==> src/rtl/dmem_copy_master.sv <==
// rtl/dmem_copy_master.sv - block copy bus master for the data-memory port
// Optional fill mode (write a latched pattern, no reads): DMEM_COPY_FILL_EN
module dmem_copy_master #(
  parameter int LEN_W = 16
) (
  input  logic             clk,
  input  logic             reset_n,
  input  logic             start,
  input  logic [31:0]      src_addr,
  input  logic [31:0]      dst_addr,
  input  logic [LEN_W-1:0] len,
  input  logic             fill,
  input  logic [31:0]      fill_val,
  output logic             busy,
  output logic             done,
  output logic             err,
  output logic [31:0]      err_addr,
  output logic             mem_rd,
  output logic             mem_wr,
  output logic [31:0]      mem_addr,
  output logic [31:0]      mem_wdata,
  input  logic [31:0]      mem_rdata,
  input  logic             mem_accessable
);

  typedef enum logic [2:0] {S_IDLE, S_RD, S_WR, S_DONE, S_ERR} state_t;

  state_t           state, state_nx;
  logic [31:0]      src_ptr, dst_ptr, buffer;
  logic [LEN_W-1:0] count;
  logic             fill_req;
  logic             fill_mode;
  logic [31:0]      wr_word;

`ifdef DMEM_COPY_FILL_EN
  logic        fill_q;
  logic [31:0] fill_val_q;

  always_ff @(posedge clk) begin
    if (!reset_n) begin
      fill_q     <= 1'b0;
      fill_val_q <= 32'h0;
    end else if (state == S_IDLE && start) begin
      fill_q     <= fill;
      fill_val_q <= fill_val;
    end
  end

  assign fill_req  = fill;
  assign fill_mode = fill_q;
  assign wr_word   = fill_q ? fill_val_q : buffer;
`else
  // fill inputs exist for pin compatibility only
  logic unused_fill;
  assign unused_fill = ^{fill, fill_val};
  assign fill_req    = 1'b0;
  assign fill_mode   = 1'b0;
  assign wr_word     = buffer;
`endif

  always_ff @(posedge clk) begin
    if (!reset_n) begin
      state    <= S_IDLE;
      src_ptr  <= 32'h0;
      dst_ptr  <= 32'h0;
      count    <= '0;
      buffer   <= 32'h0;
      err      <= 1'b0;
      err_addr <= 32'h0;
    end else begin
      state <= state_nx;
      case (state)
        S_IDLE: if (start) begin
          src_ptr <= src_addr;
          dst_ptr <= dst_addr;
          count   <= len;
          err     <= 1'b0;
        end
        S_RD: begin
          if (mem_accessable) buffer <= mem_rdata;
          else                err_addr <= src_ptr;
        end
        S_WR: begin
          if (mem_accessable) begin
            src_ptr <= src_ptr + 32'd1;
            dst_ptr <= dst_ptr + 32'd1;
            count   <= count - LEN_W'(1);
          end else begin
            err_addr <= dst_ptr;
          end
        end
        S_ERR:   err <= 1'b1;
        default: ;
      endcase
    end
  end

  // Strobes are pure decodes of registered state so they cannot glitch within a cycle
  always_comb begin
    state_nx  = state;
    mem_rd    = 1'b0;
    mem_wr    = 1'b0;
    mem_addr  = 32'h0;
    mem_wdata = 32'h0;
    case (state)
      S_IDLE: begin
        if (start) begin
          if (len == '0)    state_nx = S_DONE;
          else if (fill_req) state_nx = S_WR;
          else               state_nx = S_RD;
        end
      end
      S_RD: begin
        mem_rd   = 1'b1;
        mem_addr = src_ptr;
        state_nx = mem_accessable ? S_WR : S_ERR;
      end
      S_WR: begin
        mem_wr    = 1'b1;
        mem_addr  = dst_ptr;
        mem_wdata = wr_word;
        if (!mem_accessable)          state_nx = S_ERR;
        else if (count == LEN_W'(1))  state_nx = S_DONE;
        else if (fill_mode)           state_nx = S_WR;
        else                          state_nx = S_RD;
      end
      S_DONE:  state_nx = S_IDLE;
      S_ERR:   state_nx = S_IDLE;
      default: state_nx = S_IDLE;
    endcase
  end

  assign busy = (state == S_RD) || (state == S_WR);
  assign done = (state == S_DONE);

endmodule
==> config.mk <==
export PLATFORM = sky130hd
export DESIGN_NAME = dmem_copy_master
export DESIGN_NICKNAME = d
export VERILOG_FILES = /design/src/rtl/dmem_copy_master.sv
export SDC_FILE = /design/constraint.sdc
export NUM_CORES = 1
export LEC_CHECK = 0
export ABC_AREA = 0
export BUFFER_PORTS_ARGS = -buffer_cell sky130_fd_sc_hd__buf_2
export CAP_MARGIN = 20
export CELL_PAD_IN_SITES_DETAIL_PLACEMENT = 0
export CELL_PAD_IN_SITES_GLOBAL_PLACEMENT = 2
export CORE_MARGIN = 4
export CORE_UTILIZATION = 31
export CTS_CLUSTER_SIZE = 14
export DETAILED_ROUTE_END_ITERATION = 8
export PLACE_DENSITY_LB_ADDON = 0.12
export SYNTH_ARGS = -nofsm -noshare
export SYNTH_HDL_FRONTEND = slang
export SYNTH_SLANG_ARGS = --single-unit
==> constraint.sdc <==
create_clock -name clk -period 5.5 [get_ports clk]
set_clock_uncertainty 0.05 [all_clocks]
set_input_delay 0.275 -clock clk [delete_from_list [all_inputs] [get_ports clk]]
set_output_delay 0.275 -clock clk [all_outputs]
set_load 0.01 [all_outputs]
# Word level (Yosys, flattened, before mapping)
# Index checks and enable logic that the tools add are counted.
[classes]
addsub = 3
reduce_logical = 10
muxes = 24
eq_ne = 9
[ops]
columns = ["operator", "n"]
rows = [
  ["32-bit case mux with 2 select lines", 4],
  ["32-bit two-way mux", 7],
  ["32-bit by 1-bit adder with 32-bit output, second input constant", 2],
  ["16-bit two-way mux", 2],
  ["16-bit case mux with 2 select lines", 1],
  ["16-bit by 1-bit equality test with 1-bit output, second input constant", 1],
  ["16-bit zero test", 1],
  ["16-bit by 1-bit subtractor with 16-bit output, second input constant", 1],
  ["3-bit two-way mux", 3],
  ["3-bit case mux with 3 select lines", 1],
  ["2-bit != test, second input constant", 4],
  ["3-bit by 2-bit equality test with 1-bit output, second input constant", 2],
  ["3-bit AND reduction", 2],
  ["2-bit nonzero test", 3],
  ["2-bit two-way mux", 2],
  ["2-bit AND reduction", 2],
  ["3-bit by 1-bit equality test with 1-bit output, second input constant", 1],
  ["3-bit equality test, second input constant", 1],
  ["3-bit zero test", 1],
  ["1-bit two-way mux", 3],
  ["1-bit case mux with 2 select lines", 1],
  ["1-bit logical OR", 1],
]
[word_totals]
out_inout_bits = 101
regBits = 148

# Logic depth before layout (Yosys ltp)
[depth]
depth_word = 4
ltp_mapped = 10

# Least setup slack after synthesis
# Ideal clock, no wire load.
[synth_timing]
path_kind = "register to output"
from = "register state[1]"
to = "output port mem_wdata[24]"
required_time_ps = 5175
slack_ps = 3439
path_stages_with_launch = 8
t_arrival_ps = 1736
path_cell_list = "dfxtp_1 buf_2 or3b_1 inv_2 buf_2 buf_2 clkbuf_1 and2_1"
[synth_between]
elab_chain_cells = 2
[synth_rtl]
columns = ["element", "line_no", "rtl"]
rows = [
  ["start, declared", "28", "state_t state, state_nx;"],
  ["start signal, assigned", "71", "state <= state_nx;"],
  ["3-bit by 2-bit equality test with 1-bit output", "105", "case (state)"],
  ["32-bit two-way mux", "105", ""],
  ["end, declared", "21", "output logic [31:0] mem_wdata,"],
]
# No other way between the ends.

# Final worst setup path
[layout_timing]
from = "register state[1]"
to = "output port mem_addr[7]"
[layout_between]
elab_chain_cells = 2
elab_cells_between_ends = 3
[layout_rtl]
columns = ["element", "line_no", "rtl"]
rows = [
  ["3-bit by 2-bit equality test with 1-bit output or 3-bit by 1-bit equality test with 1-bit output (tied branches)", "105", ""],
  ["32-bit case mux with 2 select lines (*)", "105", ""],
  ["end, declared", "20", "output logic [31:0] mem_addr,"],
]
# Every way passes the cells marked *; elsewhere a longest branch is shown, timed or not.

==> impl_metrics.xml <==
<?xml version="1.0" encoding="UTF-8"?>
<metrics>
  <group name="outcome">
    <metric name="status" unit="">finished clean</metric>
  </group>
  <group name="clock_network">
    <metric name="cts.sink_count" unit="">148</metric>
    <metric name="clk_pin_slew_worst_paths" unit="ps">70</metric>
    <metric name="clock_insertion_delay_worst_skew" unit="ps">420</metric>
    <metric name="htree_levels" unit="">4</metric>
    <metric name="cts_repair_resize_count" unit="">0</metric>
    <metric name="postCtsSetupBuffers" unit="">0</metric>
    <metric name="cts_inserted_buffers" unit="">17</metric>
    <metric name="cts_max_path_buffers" unit="">2</metric>
    <metric name="cts_hold_buffers" unit="">0</metric>
    <metric name="clk_root_buffer_cell" unit="">clkbuf_16</metric>
    <metric name="tritoncts" unit="">yes</metric>
  </group>
  <group name="final_layout">
    <metric name="fin_util" unit="%">38.5</metric>
    <metric name="layout-area-overhead-vs-synth" unit="%">21.5</metric>
    <metric name="layout.nets" unit="">1443</metric>
    <metric name="area_used_by_multi_input_combinational_logic" unit="sq mm">0.00487</metric>
    <metric name="final_layout_size_suffix_gt1_share" unit="%">22.6</metric>
    <metric name="nFillCells" unit="">2831</metric>
    <metric name="ff_latch_area" unit="sq mm">0.00296</metric>
  </group>
  <group name="worst_hold_path">
    <metric name="hp-start" unit="">mem_rdata[26]</metric>
    <metric name="hold_path.class" unit="">in2reg</metric>
  </group>
  <group name="drt">
    <metric name="vias_per_cell" unit="">5.27</metric>
    <metric name="first_iter_violations" unit="">648</metric>
    <metric name="vias" unit="">8642</metric>
    <metric name="detail_route.first_pass.iterations" unit="">5</metric>
    <metric name="detail_route_antenna_nets" unit="">0</metric>
    <metric name="post-route-drc-count" unit="">0</metric>
    <metric name="route.detailed.wl_per_inst" unit="microns">18.1</metric>
    <metric name="finalWirelength" unit="microns">29600</metric>
  </group>
  <group name="job">
    <metric name="drv_cap" unit="">0</metric>
  </group>
  <group name="worst_setup_path">
    <metric name="critPathArrivalTime" unit="ps">3750</metric>
    <metric name="cpMaxStageDelayCell" unit="">buf_4</metric>
    <metric name="crit_path_start" unit="">state[1]</metric>
    <metric name="cp.required" unit="ps">5180</metric>
    <metric name="worstSetupStartpointType" unit="">flop</metric>
    <metric name="timing.critical_path.slowest_cell_delay" unit="ps">850</metric>
    <metric name="critical_path.cell_chain" unit="">or3b_4 &gt; inv_4 &gt; buf_4 &gt; nand2_1 &gt; nand2_1 &gt; buf_2</metric>
    <metric name="worst-path-max-fanout" unit="">90</metric>
    <metric name="r2r_path_start" unit="">state[1]</metric>
    <metric name="critical-path-top-delay-family" unit="">buffers and inverters</metric>
    <metric name="criticalPathCategory" unit="">reg2out</metric>
    <metric name="critical_path.n_buffers_inverters" unit="">3</metric>
    <metric name="worst_setup_path_end_kind" unit="">output port</metric>
    <metric name="cell_mode_on_critical_path" unit="">nand2_1</metric>
  </group>
  <group name="timing">
    <metric name="max_slew.worst_pin.slew" unit="ps">980</metric>
    <metric name="finalHoldViolCount" unit="">0</metric>
    <metric name="period_share" unit="%">74.1</metric>
    <metric name="totalNegativeSetupSlack" unit="ps">0</metric>
    <metric name="rsz0062_at_grt" unit="">false</metric>
    <metric name="max_freq" unit="MHz">245</metric>
    <metric name="worst_slew_margin_rel" unit="%">34.2</metric>
    <metric name="fin_crit" unit="ps">4070</metric>
    <metric name="setup_viol_count_final" unit="">0</metric>
    <metric name="hold_ws" unit="ps">26.1</metric>
    <metric name="timing.final.max_slew_violations" unit="">0</metric>
    <metric name="finalWorstSetupSlack" unit="ps">1430</metric>
  </group>
  <group name="synthesis">
    <metric name="async_reset_ff_share" unit="%">0</metric>
    <metric name="yosys-top-cells-area" unit="">dfxtp_1, nand2_1, a21oi_1</metric>
    <metric name="avgSynthCellArea" unit="sq um">7.31</metric>
    <metric name="ys_warn_count" unit="">0</metric>
    <metric name="netlist_top_cells_count" unit="">nand2_1, dfxtp_1, a21oi_1</metric>
    <metric name="synth_area_leader_cell" unit="">dfxtp_1</metric>
    <metric name="postSynth.topFlopCell" unit="">dfxtp_1</metric>
    <metric name="syn_nets" unit="">1288</metric>
    <metric name="synthDominantCellAreaShare" unit="%">35.7</metric>
    <metric name="synthCells" unit="">1135</metric>
    <metric name="netlist_area" unit="sq mm">0.00830</metric>
    <metric name="synth-edff-count" unit="">0</metric>
    <metric name="ys_seq_area_share" unit="%">35.7</metric>
    <metric name="synthDistinctLibCells" unit="">82</metric>
    <metric name="synth.ff_latch_count" unit="">148</metric>
    <metric name="synth.most_common_cell" unit="">nand2_1</metric>
  </group>
  <group name="grt">
    <metric name="maximum_number_of_pins_on_one_net_before_global_route_repair" unit="">91</metric>
    <metric name="globalRouteOverflowTotal" unit="">0</metric>
    <metric name="antenna_violations_before_repair" unit="">6</metric>
    <metric name="grt.total_usage" unit="%">19.6</metric>
    <metric name="wire_length_of_the_first_global_routing_pass" unit="microns">46000</metric>
    <metric name="first_global_vias" unit="">7948</metric>
  </group>
  <group name="place">
    <metric name="finalWeightedCongestion" unit="">0.764</metric>
    <metric name="post-place-ws" unit="ps">1750</metric>
    <metric name="io_buffers" unit="">216</metric>
    <metric name="hpwl" unit="microns">20100</metric>
  </group>
  <group name="floorplan">
    <metric name="fp.dieArea" unit="sq mm">0.0295</metric>
    <metric name="die_y" unit="microns">172</metric>
    <metric name="start_util" unit="%">31.7</metric>
    <metric name="fp-row-count" unit="">59</metric>
    <metric name="num_io_pins" unit="">250</metric>
    <metric name="coreArea" unit="sq mm">0.0262</metric>
    <metric name="floorplan.die.width" unit="microns">172</metric>
  </group>
  <group name="pwr">
    <metric name="vdd_ir_drop_max" unit="uV">145</metric>
    <metric name="leakagePower" unit="nW">4.25</metric>
    <metric name="power_per_cell_area" unit="mW/mm^2">277</metric>
  </group>
</metrics>
==> routing by layer <==
| layer | part of all wire, % | vias to the layer above | routed length, microns | global-route usage, % |
|---|---|---|---|---|
| met5 | 0.28 | - | 84 | 0 |
| met4 | 0.89 | 12 | 263 | 3.34 |
| met3 | 7.2 | 24 | 2140 | 5.47 |
| met2 | 42 | 247 | 12300 | 28.2 |
| met1 | 50 | 3970 | 14800 | 29.5 |
| li1 | - | 4389 | - | - |
==> cell type report <==
class,instances,share of cell area [%]
clock buffer,20,4.43
sequential,148,29.4
tap,335,4.16
timing repair buffer,230,11.8
inverter,13,0.521
antenna,1,0.0248
clock inverter,12,1.43
multi-input combinational,880,48.3
==> layout by cell type, fill, tap and decap left out, types with 16 or more instances in the layout <==
master	Yosys	routed
nand3_1	37	37
dfxtp_1	148	148
a21oi_1	96	96
and2_1	38	38
nand4_1	17	17
nor2_1	82	82
nor3_1	24	24
clkbuf_16	0	17
o21ai_0	46	46
nor4_1	16	16
buf_2	28	216
a311oi_1	36	36
nand2_1	283	282
==> through the flow <==
step | total power (W) | area (sq um) | std cells
6_report | 0.00280 | 10100 | 1639
5_1_grt | 0.00293 | 10100 | 1638
4_1_cts | 0.00283 | 10100 | 1638
3_5_place_dp | 0.00163 | 9490 | 1606
3_3_place_gp | 0.00162 | 9490 | 1606
2_1_floorplan | 0.00147 | 8300 | 1135
==> final timing paths <==
check                      end  cells after the start  slack [ps]
setup / recovery   mem_addr[7]                      6        1430
hold / removal      buffer[26]                      3          30
setup reg to reg  err_addr[11]                      7        1770
hold reg to reg     buffer[20]                      2         400
==> kinds of logic (layout without fill, tap and decap cells) <==
family | count (synthesis) | after routing | share of synthesized area [%]
compound gates | 302 | 302 | 24.4
flops | 148 | 148 | 35.7
buf+inv | 107 | 275 | 5.76
fa+ha+maj | 4 | 4 | 0.603
other cells | 0 | 1 | 0
mux | 7 | 7 | 0.889
simple gates | 567 | 567 | 32.6
==> report_power, final <==
part	switching, W	internal (W)	leakage, nW
registers	0.0000820	0.00114	1.21
clock network	0.000508	0.000689	0.278
logic	0.000227	0.000150	2.76
==> registers in the layout, indices dropped and copies added, names as in the netlist <==
| signal | count |
|---|---|
| buffer | 32 |
| dst_ptr | 32 |
| err_addr | 32 |
| src_ptr | 32 |
| count | 16 |
| state | 3 |
| err | 1 |
==> worst register-to-register path, cell delays in order (launching register included) <==
cell      delay (ps)
dfxtp_1          500
or3b_4           710
inv_4            560
nor2_1           320
nor2_4           790
buf_4            400
o211ai_1         140
o211a_1          160
No activity file was read; power rests on OpenSTA's default activity.
